File: src/rtl/move_scheduler_if.sv
// move_scheduler_if: move handshake between the scheduler and the board datapath.
interface move_scheduler_if;
  logic       mv_valid;
  logic [1:0] mv_dir;
  logic       mv_ready;
  modport master (output mv_valid, mv_dir, input mv_ready);
  modport slave (input mv_valid, mv_dir, output mv_ready);
endinterface

File: src/rtl/move_scheduler.sv
// move_scheduler: queues debounced direction pulses and offers them one at a time to the board datapath.
module move_scheduler #(
  parameter int DEPTH  = 4,
  parameter int STEP_W = 6
) (
  input  logic              sys_clk,
  input  logic              rst,
  input  logic [1:0]        game_status,
  input  logic [3:0]        act_flag,
  input  logic              reset_flag,
  input  logic              win_flag,
  move_scheduler_if.master  mv,
  output logic              clr_req,
  output logic [STEP_W-1:0] step_number,
  output logic              queue_full,
  output logic              overflow
);
  localparam int AW = $clog2(DEPTH);
  localparam int CW = AW + 1;
  typedef enum logic [1:0] {IDLE, RUN, CLEAR, WON} state_t;
  state_t state, nxt;
  logic [1:0] mem [DEPTH];
  logic [AW-1:0] rd, wr;
  logic [CW-1:0] count, count_nxt;
  logic [1:0] dir;
  logic push, pop, do_push, zero;
  always_comb begin
    nxt = state;
    case (state)
      IDLE:  nxt = game_status == 2'b01 ? RUN : IDLE;
      RUN:   nxt = reset_flag ? CLEAR : win_flag ? WON : game_status[0] ? RUN : IDLE;
      CLEAR: nxt = game_status == 2'b01 ? RUN : IDLE;
      WON:   nxt = reset_flag ? CLEAR : game_status == 2'b00 ? IDLE : WON;
      default: nxt = IDLE;
    endcase
  end
  assign dir = act_flag[0] ? 2'd0 : act_flag[1] ? 2'd1 : act_flag[2] ? 2'd2 : 2'd3;
  assign mv.mv_valid = state == RUN && count != '0;
  assign mv.mv_dir = mv.mv_valid ? mem[rd] : 2'd0;
  assign clr_req = state == CLEAR;
  assign pop = mv.mv_valid && mv.mv_ready;
  assign push = state == RUN && |act_flag && !reset_flag && !win_flag;
  // A full queue still takes a push when the head leaves on the same edge.
  assign do_push = push && (count != CW'(DEPTH) || pop);
  assign count_nxt = count + CW'(do_push) - CW'(pop);
  assign zero = nxt == CLEAR || (state == IDLE && nxt == RUN);
  always_ff @(posedge sys_clk)
    if (do_push) mem[wr] <= dir;
  always_ff @(posedge sys_clk) begin
    if (rst) begin
      state       <= IDLE;
      rd          <= '0;
      wr          <= '0;
      count       <= '0;
      queue_full  <= 1'b0;
      step_number <= '0;
      overflow    <= 1'b0;
    end else begin
      state <= nxt;
      if (state != RUN) begin
        rd         <= '0;
        wr         <= '0;
        count      <= '0;
        queue_full <= 1'b0;
      end else begin
        if (do_push) wr <= wr + 1'b1;
        if (pop) rd <= rd + 1'b1;
        count      <= count_nxt;
        queue_full <= count_nxt == CW'(DEPTH);
      end
      if (zero) step_number <= '0;
      else if (pop && step_number != {STEP_W{1'b1}}) step_number <= step_number + 1'b1;
      if (zero) overflow <= 1'b0;
      else if (push && !do_push) overflow <= 1'b1;
    end
  end
endmodule

File: src/flat_wrapper.sv
// flat-port wrapper written by rule: the top's interface ports become plain ports
module move_scheduler_flat 
#(
  parameter int DEPTH  = 4,
  parameter int STEP_W = 6
)
  (sys_clk, rst, game_status, act_flag, reset_flag, win_flag, clr_req, step_number, queue_full, overflow, mv_mv_valid, mv_mv_dir, mv_mv_ready);
  move_scheduler_if mv_i ();
  input  logic sys_clk;
  input  logic rst;
  input  logic [1:0] game_status;
  input  logic [3:0] act_flag;
  input  logic reset_flag;
  input  logic win_flag;
  output logic clr_req;
  output logic [STEP_W-1:0] step_number;
  output logic queue_full;
  output logic overflow;
  output wire logic [$bits(mv_i.mv_valid)-1:0] mv_mv_valid;
  output wire logic [$bits(mv_i.mv_dir)-1:0] mv_mv_dir;
  input wire logic [$bits(mv_i.mv_ready)-1:0] mv_mv_ready;
  assign mv_mv_valid = mv_i.mv_valid;
  assign mv_mv_dir = mv_i.mv_dir;
  assign mv_i.mv_ready = mv_mv_ready;
  move_scheduler #(.DEPTH(DEPTH), .STEP_W(STEP_W)) u_core (.sys_clk(sys_clk), .rst(rst), .game_status(game_status), .act_flag(act_flag), .reset_flag(reset_flag), .win_flag(win_flag), .mv(mv_i), .clr_req(clr_req), .step_number(step_number), .queue_full(queue_full), .overflow(overflow));
endmodule
File: config.mk
export PLATFORM = sky130hd
export DESIGN_NAME = move_scheduler_flat
export DESIGN_NICKNAME = d
export VERILOG_FILES = /design/src/rtl/move_scheduler_if.sv /design/src/rtl/move_scheduler.sv /design/src/flat_wrapper.sv
export SDC_FILE = /design/constraint.sdc
export NUM_CORES = 1
export LEC_CHECK = 0
export CAP_MARGIN = 20
export CORE_UTILIZATION = 54
export CTS_BUF_LIST = sky130_fd_sc_hd__clkbuf_4 sky130_fd_sc_hd__clkbuf_8
export DETAILED_ROUTE_END_ITERATION = 8
export PLACE_DENSITY = 0.91
export SLEW_MARGIN = 5
export SYNTH_ARGS = -nofsm -noshare
export SYNTH_HDL_FRONTEND = slang
export SYNTH_SLANG_ARGS = --single-unit
File: constraint.sdc
create_clock -name sys_clk -period 2.78 [get_ports sys_clk]
set_clock_uncertainty 0.1 [all_clocks]
set_input_delay 0.556 -clock sys_clk [delete_from_list [all_inputs] [get_ports sys_clk]]
set_output_delay 0.556 -clock sys_clk [all_outputs]
set_load 0.02 [all_outputs]
==> results of run 1 <==
## final timing paths
kind | slack (ns) | cells past startpoint | endpoint | startpoint
setup reg to reg | 0.33 | 9 | u_core.queue_full$_SDFF_PP0_ | u_core.count[2]$_SDFF_PP0_
hold reg to reg | 0.41 | 2 | u_core.overflow$_SDFFE_PP0P_ | u_core.overflow$_SDFFE_PP0P_
setup / recovery | 0.15 | 3 | mv_mv_dir[1] | flip-flop
hold / removal | 0.41 | 2 | u_core.overflow$_SDFFE_PP0P_ | u_core.overflow$_SDFFE_PP0P_
## kinds of logic after synthesis
group                      share of synthesized area
muxes                                         0.0717
DFF                                            0.468
buffers and inverters                         0.0349
AOI/OAI and AO/OA                             0.0793
xor gates and xnor gates                      0.0396
adders and majority gates                     0.0811
and+or+nand+nor                                0.225
## layer usage
layer	vias to the layer above	GRT usage	routed length, µm
li1	505	-	-
met1	471	0.271	1120
met2	20	0.387	1320
met3	10	0.0468	71
met4	0	0.140	94
met5	-	0	0
## power by group
part | leakage, nW | switching (mW) | total (mW) | internal, mW
Sequential | 0.227 | 0.00175 | 0.409 | 0.407
Combinational | 0.350 | 0.0244 | 0.0506 | 0.0263
Clock | 0.0183 | 0.126 | 0.185 | 0.0589
Total | 0.595 | 0.152 | 0.644 | 0.492
## sequential cells by signal (all words and copies together) (netlist names), named ones only
register	cells
u_core.step_number	6
u_core.wr	2
u_core.count	3
u_core.rd	2
u_core.queue_full	1
u_core.state	2
u_core.mem	8
u_core.overflow	1
## area by class of cell
class | count | share of cell area
repair buffers | 29 | 0.165
multi-input cells | 88 | 0.402
well taps | 28 | 0.0212
flip-flops and latches | 27 | 0.375
inverters | 8 | 0.0182
clock inverters | 1 | 0.00529
clock buffers | 3 | 0.0136
## cell usage in the layout (no fill, tap or decap), types with 2 or more instances in the layout
| cell | count |
|---|---|
| sky130_fd_sc_hd__buf_4 | 7 |
| sky130_fd_sc_hd__nor4_1 | 2 |
| sky130_fd_sc_hd__dfxtp_1 | 19 |
| sky130_fd_sc_hd__nand3_1 | 3 |
| sky130_fd_sc_hd__nand2b_1 | 2 |
| sky130_fd_sc_hd__a21oi_1 | 5 |
| sky130_fd_sc_hd__inv_1 | 8 |
| sky130_fd_sc_hd__ha_1 | 7 |
| sky130_fd_sc_hd__and3_1 | 3 |
| sky130_fd_sc_hd__mux4_2 | 2 |
| sky130_fd_sc_hd__edfxtp_1 | 8 |
| sky130_fd_sc_hd__nand2_1 | 4 |
| sky130_fd_sc_hd__and2_1 | 4 |
| sky130_fd_sc_hd__mux2i_1 | 5 |
| sky130_fd_sc_hd__clkbuf_4 | 3 |
| sky130_fd_sc_hd__nor2_1 | 20 |
| sky130_fd_sc_hd__clkdlybuf4s50_1 | 22 |
| sky130_fd_sc_hd__and2_2 | 2 |
| sky130_fd_sc_hd__nor3b_1 | 4 |
| sky130_fd_sc_hd__nor3_1 | 2 |
| sky130_fd_sc_hd__xnor2_1 | 6 |
## stage by stage
stage                     setup WS [ns]  instances  TNS [ns]  cell area, µm²  hold slack, ns
after floorplan                   0.256        125         0            1330           0.390
after global placement           -0.105        180    -0.122            1620           0.370
after detailed placement         -0.169        180    -0.230            1620           0.386
after CTS                         0.126        184         0            1650           0.422
after global routing             0.0555        184         0            1650           0.471
final                             0.153        184         0            1650           0.408
## worst min-delay path, cell delays in order, from the launching register on
cell and delay [ns]:
sky130_fd_sc_hd__dfxtp_1 0.36, sky130_fd_sc_hd__a41oi_1 0.04, sky130_fd_sc_hd__nor2_1 0.08
==> results.ini, run 1 <==
[routing]
routedWlPerCell_um = 14.2
vias_after_detailed_routing = 1006
remaining_antenna_violation_count_after_routing = 0
viasPerCell = 5.47
drt_drc_violations_left = 0
drt-initial-drc-count = 16
detail_route.wirelength_um = 2610
firstDrtPassIters = 4

[synthesis]
yosysMostFrequentCell = sky130_fd_sc_hd__nor2_1
syn_area_per_cell_um2 = 10.6
ys_top_cells_by_count = 20 x sky130_fd_sc_hd__nor2_1, 19 x sky130_fd_sc_hd__dfxtp_1, 8 x sky130_fd_sc_hd__edfxtp_1, 8 x sky130_fd_sc_hd__inv_1, 7 x sky130_fd_sc_hd__ha_1
syn-num-nets = 144
synth_cells = 125
synth.lib_cells_used.distinct = 36
asyncSetResetFlopFracSynth = 0
ys_ff_latch = 27
dominantRegCellSynth = sky130_fd_sc_hd__dfxtp_1
synthDominantAreaCellType = sky130_fd_sc_hd__dfxtp_1
synth_area_mm2 = 0.00133
synth_sequential_area_ratio = 0.468
synth_edf_count = 8
yosys_top_cell_area_share = 0.287
post_synth_main_area_contributors = sky130_fd_sc_hd__dfxtp_1 29%, sky130_fd_sc_hd__edfxtp_1 18%, sky130_fd_sc_hd__ha_1 6.6%
yosys_warnings = 0

[layout]
num-fill-cells = 168
drive_gt1_frac = 0.122
flow.area_growth_from_synthesis_pct = 24.7
multi_input_gate_area_um2 = 664
nets = 176
final_core_util = 0.734
num_antenna_cells = 0
register_area_um2 = 621

[global_route]
grt_util_all_layers = 0.231
grt_antenna_before_repair = 0
grt_overflow = 0
vias_in_the_first_global_route = 1034
grt_first_pass_wirelength_um = 4370
grt_start_max_net_pins = 18

[die]
rows = 17
core_area_mm2 = 0.00225
die-width_um = 51.6
floorplan.initialDensity = 0.588
ios = 23
die_h_um = 51.6
fp.dieArea_mm2 = 0.00266

[place]
port_buffers = 22
gpl.final_weighted_congestion = 0.794
dp_hpwl_um = 1950

[timing]
min_period_over_period = 0.945
final_hold_viol_count = 0
max_freq_ghz = 0.381
rsz0062_at_grt = false
timing.final.max_slew_violations = 0
fin_crit_ns = 2.63
finalSetupViolations = 0
worst_pin_slew_ns = 0.462
max-slew-margin-rel = 0.688

[critical_path]
required_ns = 2.12
worstPathArrival_ns = 1.97
critical_path.cell_chain = mux4_2, and3_1, clkdlybuf4s50_1
path_max_fanout = 2
critical_path.endpoint_type = output port
critical_path_class = flip-flop to output port
critical_path.max_stage_delay_ns = 0.53
critical-path-top-delay-family = buffers and inverters
startpoint_class = flip-flop
critPathBufInv = 1
timing.critical_path.slowest_stage_cell = sky130_fd_sc_hd__clkdlybuf4s50_1

[power]
vdd.ir_drop.worst_mv = 0.429
totalPowerFinal_mw = 0.644
pwr_density_cell_mw_per_mm2 = 389
reported_leakage_power_nw = 0.595

[clocking]
clk-insertion-delay-late_ns = 0.34
tritoncts_clock_tree = yes
cts_inserted_buffers = 3
ctsHtreeMaxLevel = 1
clk_root_buffer_cell = sky130_fd_sc_hd__clkbuf_4
cts_hold_buffers = 0
postCtsSetupBuffers = 0
cts_buffer_depth = 2
cts.reportedPaths.clkPinSlew_ns = 0.16
post_cts_resized = 0
numClockSinks = 27

[min_path]
hold_path_class = flip-flop to flip-flop

[status]
run_status = finished clean

[job]
max_cap_viol_count = 0

Note: power is estimated with default switching activity, not from simulation.
==> inputs of run 2 (changes only) <==
--- a/config.mk
+++ b/config.mk
@@ -6,7 +6,10 @@
 export NUM_CORES = 1
 export LEC_CHECK = 0
 export CAP_MARGIN = 20
-export CORE_UTILIZATION = 54
+export CELL_PAD_IN_SITES_DETAIL_PLACEMENT = 0
+export CELL_PAD_IN_SITES_GLOBAL_PLACEMENT = 1
+export CORE_ASPECT_RATIO = 2
+export CORE_UTILIZATION = 42
 export CTS_BUF_LIST = sky130_fd_sc_hd__clkbuf_4 sky130_fd_sc_hd__clkbuf_8
 export DETAILED_ROUTE_END_ITERATION = 8
 export PLACE_DENSITY = 0.91
==> run 2 against run 1 <==
Global-route usage fell by 5.3 points. Worst setup slack got worse by 0.033 ns. First-iteration DRC count fell by 50%. Combinational power fell by 3%. Largest power group unchanged. Largest cell class unchanged. Core utilization fell by 17 points. Highest routed layer unchanged. Register-to-register slack improved by 0.07 ns. Final cell count rose by 1.6%.
==> results.ini, run 2 (synthesized netlist as in run 1, its figures left out) <==
[routing]
viasPerCell = 5.37
max_layer_used = met4
detail_route.wirelength.met1_um = 966
drt_drc_violations_left = 0
firstDrtPassIters = 4
wl_met3_um = 63
vias_after_detailed_routing = 1004
met2WireLength_um = 1480
routedWlPerCell_um = 13.7
remaining_antenna_violation_count_after_routing = 0
detail_route.wirelength_um = 2570
drt-initial-drc-count = 8

[timing]
fin_hold_ws_ns = 0.385
max-slew-margin-rel = 0.703
min_period_over_period = 0.957
max_freq_ghz = 0.376
finalSetupViolations = 0
rsz0062_at_grt = false
worst_pin_slew_ns = 0.440
final_hold_viol_count = 0
fin_crit_ns = 2.66
timing.final.max_slew_violations = 0
finalSetupTns_ns = 0

[critical_path]
startpoint_class = input port
critical_path_class = input port to flip-flop
worstPathArrival_ns = 2.75
path_max_fanout = 2
required_ns = 2.87
critical_path.endpoint_type = flip-flop

[die]
core_area_mm2 = 0.00298
fp.dieArea_mm2 = 0.00340
floorplan.initialDensity = 0.445
die_h_um = 81.5
die-width_um = 41.7
ios = 23
rows = 28

[layout]
num-fill-cells = 265
num_antenna_cells = 0
nets = 177
largest_register_ff_count = 8
layout_common_cells = 22 x sky130_fd_sc_hd__clkdlybuf4s50_1, 20 x sky130_fd_sc_hd__nor2_1, 19 x sky130_fd_sc_hd__dfxtp_1
flow.area_growth_from_synthesis_pct = 26.2
drive_gt1_frac = 0.121
layout.cells.most_common = sky130_fd_sc_hd__clkdlybuf4s50_1
final_core_util = 0.562
largest_registers = u_core.mem (8), u_core.step_number (6), u_core.count (3)
top_register = u_core.mem

[global_route]
grt_overflow = 0
grt_first_pass_wirelength_um = 4620
vias_in_the_first_global_route = 1063
grt_start_max_net_pins = 16
grt_util_all_layers = 0.179
grt_antenna_before_repair = 0

[clocking]
tritoncts_clock_tree = yes
postCtsSetupBuffers = 0
cts_buffer_depth = 2
clk_root_buffer_cell = sky130_fd_sc_hd__clkbuf_8
cts.reportedPaths.clkPinSlew_ns = 0.09
clk-insertion-delay-late_ns = 0.27
cts_hold_buffers = 0
cts_inserted_buffers = 3
ctsHtreeMaxLevel = 1
numClockSinks = 27
post_cts_resized = 0

[power]
vdd.ir_drop.worst_mv = 0.306
reported_leakage_power_nw = 0.605
pwr_density_cell_mw_per_mm2 = 403

[place]
gpl.final_weighted_congestion = 0.866
port_buffers = 22
dp_hpwl_um = 2070

[min_path]
hold_path_class = flip-flop to flip-flop

[status]
run_status = finished clean

[job]
max_cap_viol_count = 0

[run 2: worst paths after layout]
| kind | start | end | slack, ns | depth (start not counted) |
|---|---|---|---|---|
| worst min register to register | u_core.overflow$_SDFFE_PP0P_ | u_core.overflow$_SDFFE_PP0P_ | 0.39 | 2 |
| worst max-delay path | reset_flag | u_core.queue_full$_SDFF_PP0_ | 0.12 | 6 |
| worst min-delay path | u_core.overflow$_SDFFE_PP0P_ | u_core.overflow$_SDFFE_PP0P_ | 0.39 | 2 |
| worst max register to register | u_core.state[1]$_SDFF_PP0_ | u_core.queue_full$_SDFF_PP0_ | 0.40 | 5 |
[run 2: final cells by class]
| type | count | area (µm²) | area share |
|---|---|---|---|
| inverter | 8 | 30.0 | 0.0179 |
| tap | 30 | 37.5 | 0.0224 |
| sequential | 27 | 621 | 0.371 |
| clock inverter | 1 | 5.00 | 0.00299 |
| clock buffer | 3 | 41.3 | 0.0247 |
| timing repair buffer | 30 | 280 | 0.167 |
| multi-input combinational | 88 | 659 | 0.394 |
[run 2: where the power goes]
part | internal [mW] | switching [mW] | leakage, nW | total, mW
clock | 0.100 | 0.117 | 0.0255 | 0.218
sequential | 0.406 | 0.00145 | 0.227 | 0.408
combinational | 0.0263 | 0.0230 | 0.353 | 0.0493
[run 2: layer usage]
metal | up-vias | global-route usage
met4 | 0 | 0.0871
li1 | 507 | -
met3 | 5 | 0.0198
met2 | 15 | 0.353
met5 | - | 0
met1 | 477 | 0.179
[run 2: worst max-delay path: stages]
cell and delay [ns]:
sky130_fd_sc_hd__clkdlybuf4s50_1 0.43, sky130_fd_sc_hd__or4b_4 0.55, sky130_fd_sc_hd__a311oi_4 0.29, sky130_fd_sc_hd__ha_1 0.22
sky130_fd_sc_hd__fa_1 0.44, sky130_fd_sc_hd__nor4_1 0.26
[run 2: stage by stage]
stage | std cells | total power, mW | worst slack [ns] | cell area, µm²
global placement | 183 | 0.465 | -0.111 | 1630
CTS | 187 | 0.681 | 0.136 | 1670
detailed placement | 183 | 0.466 | -0.157 | 1630
global route | 187 | 0.701 | 0.0690 | 1670
floorplan | 125 | 0.438 | 0.256 | 1330
finish | 187 | 0.675 | 0.120 | 1670
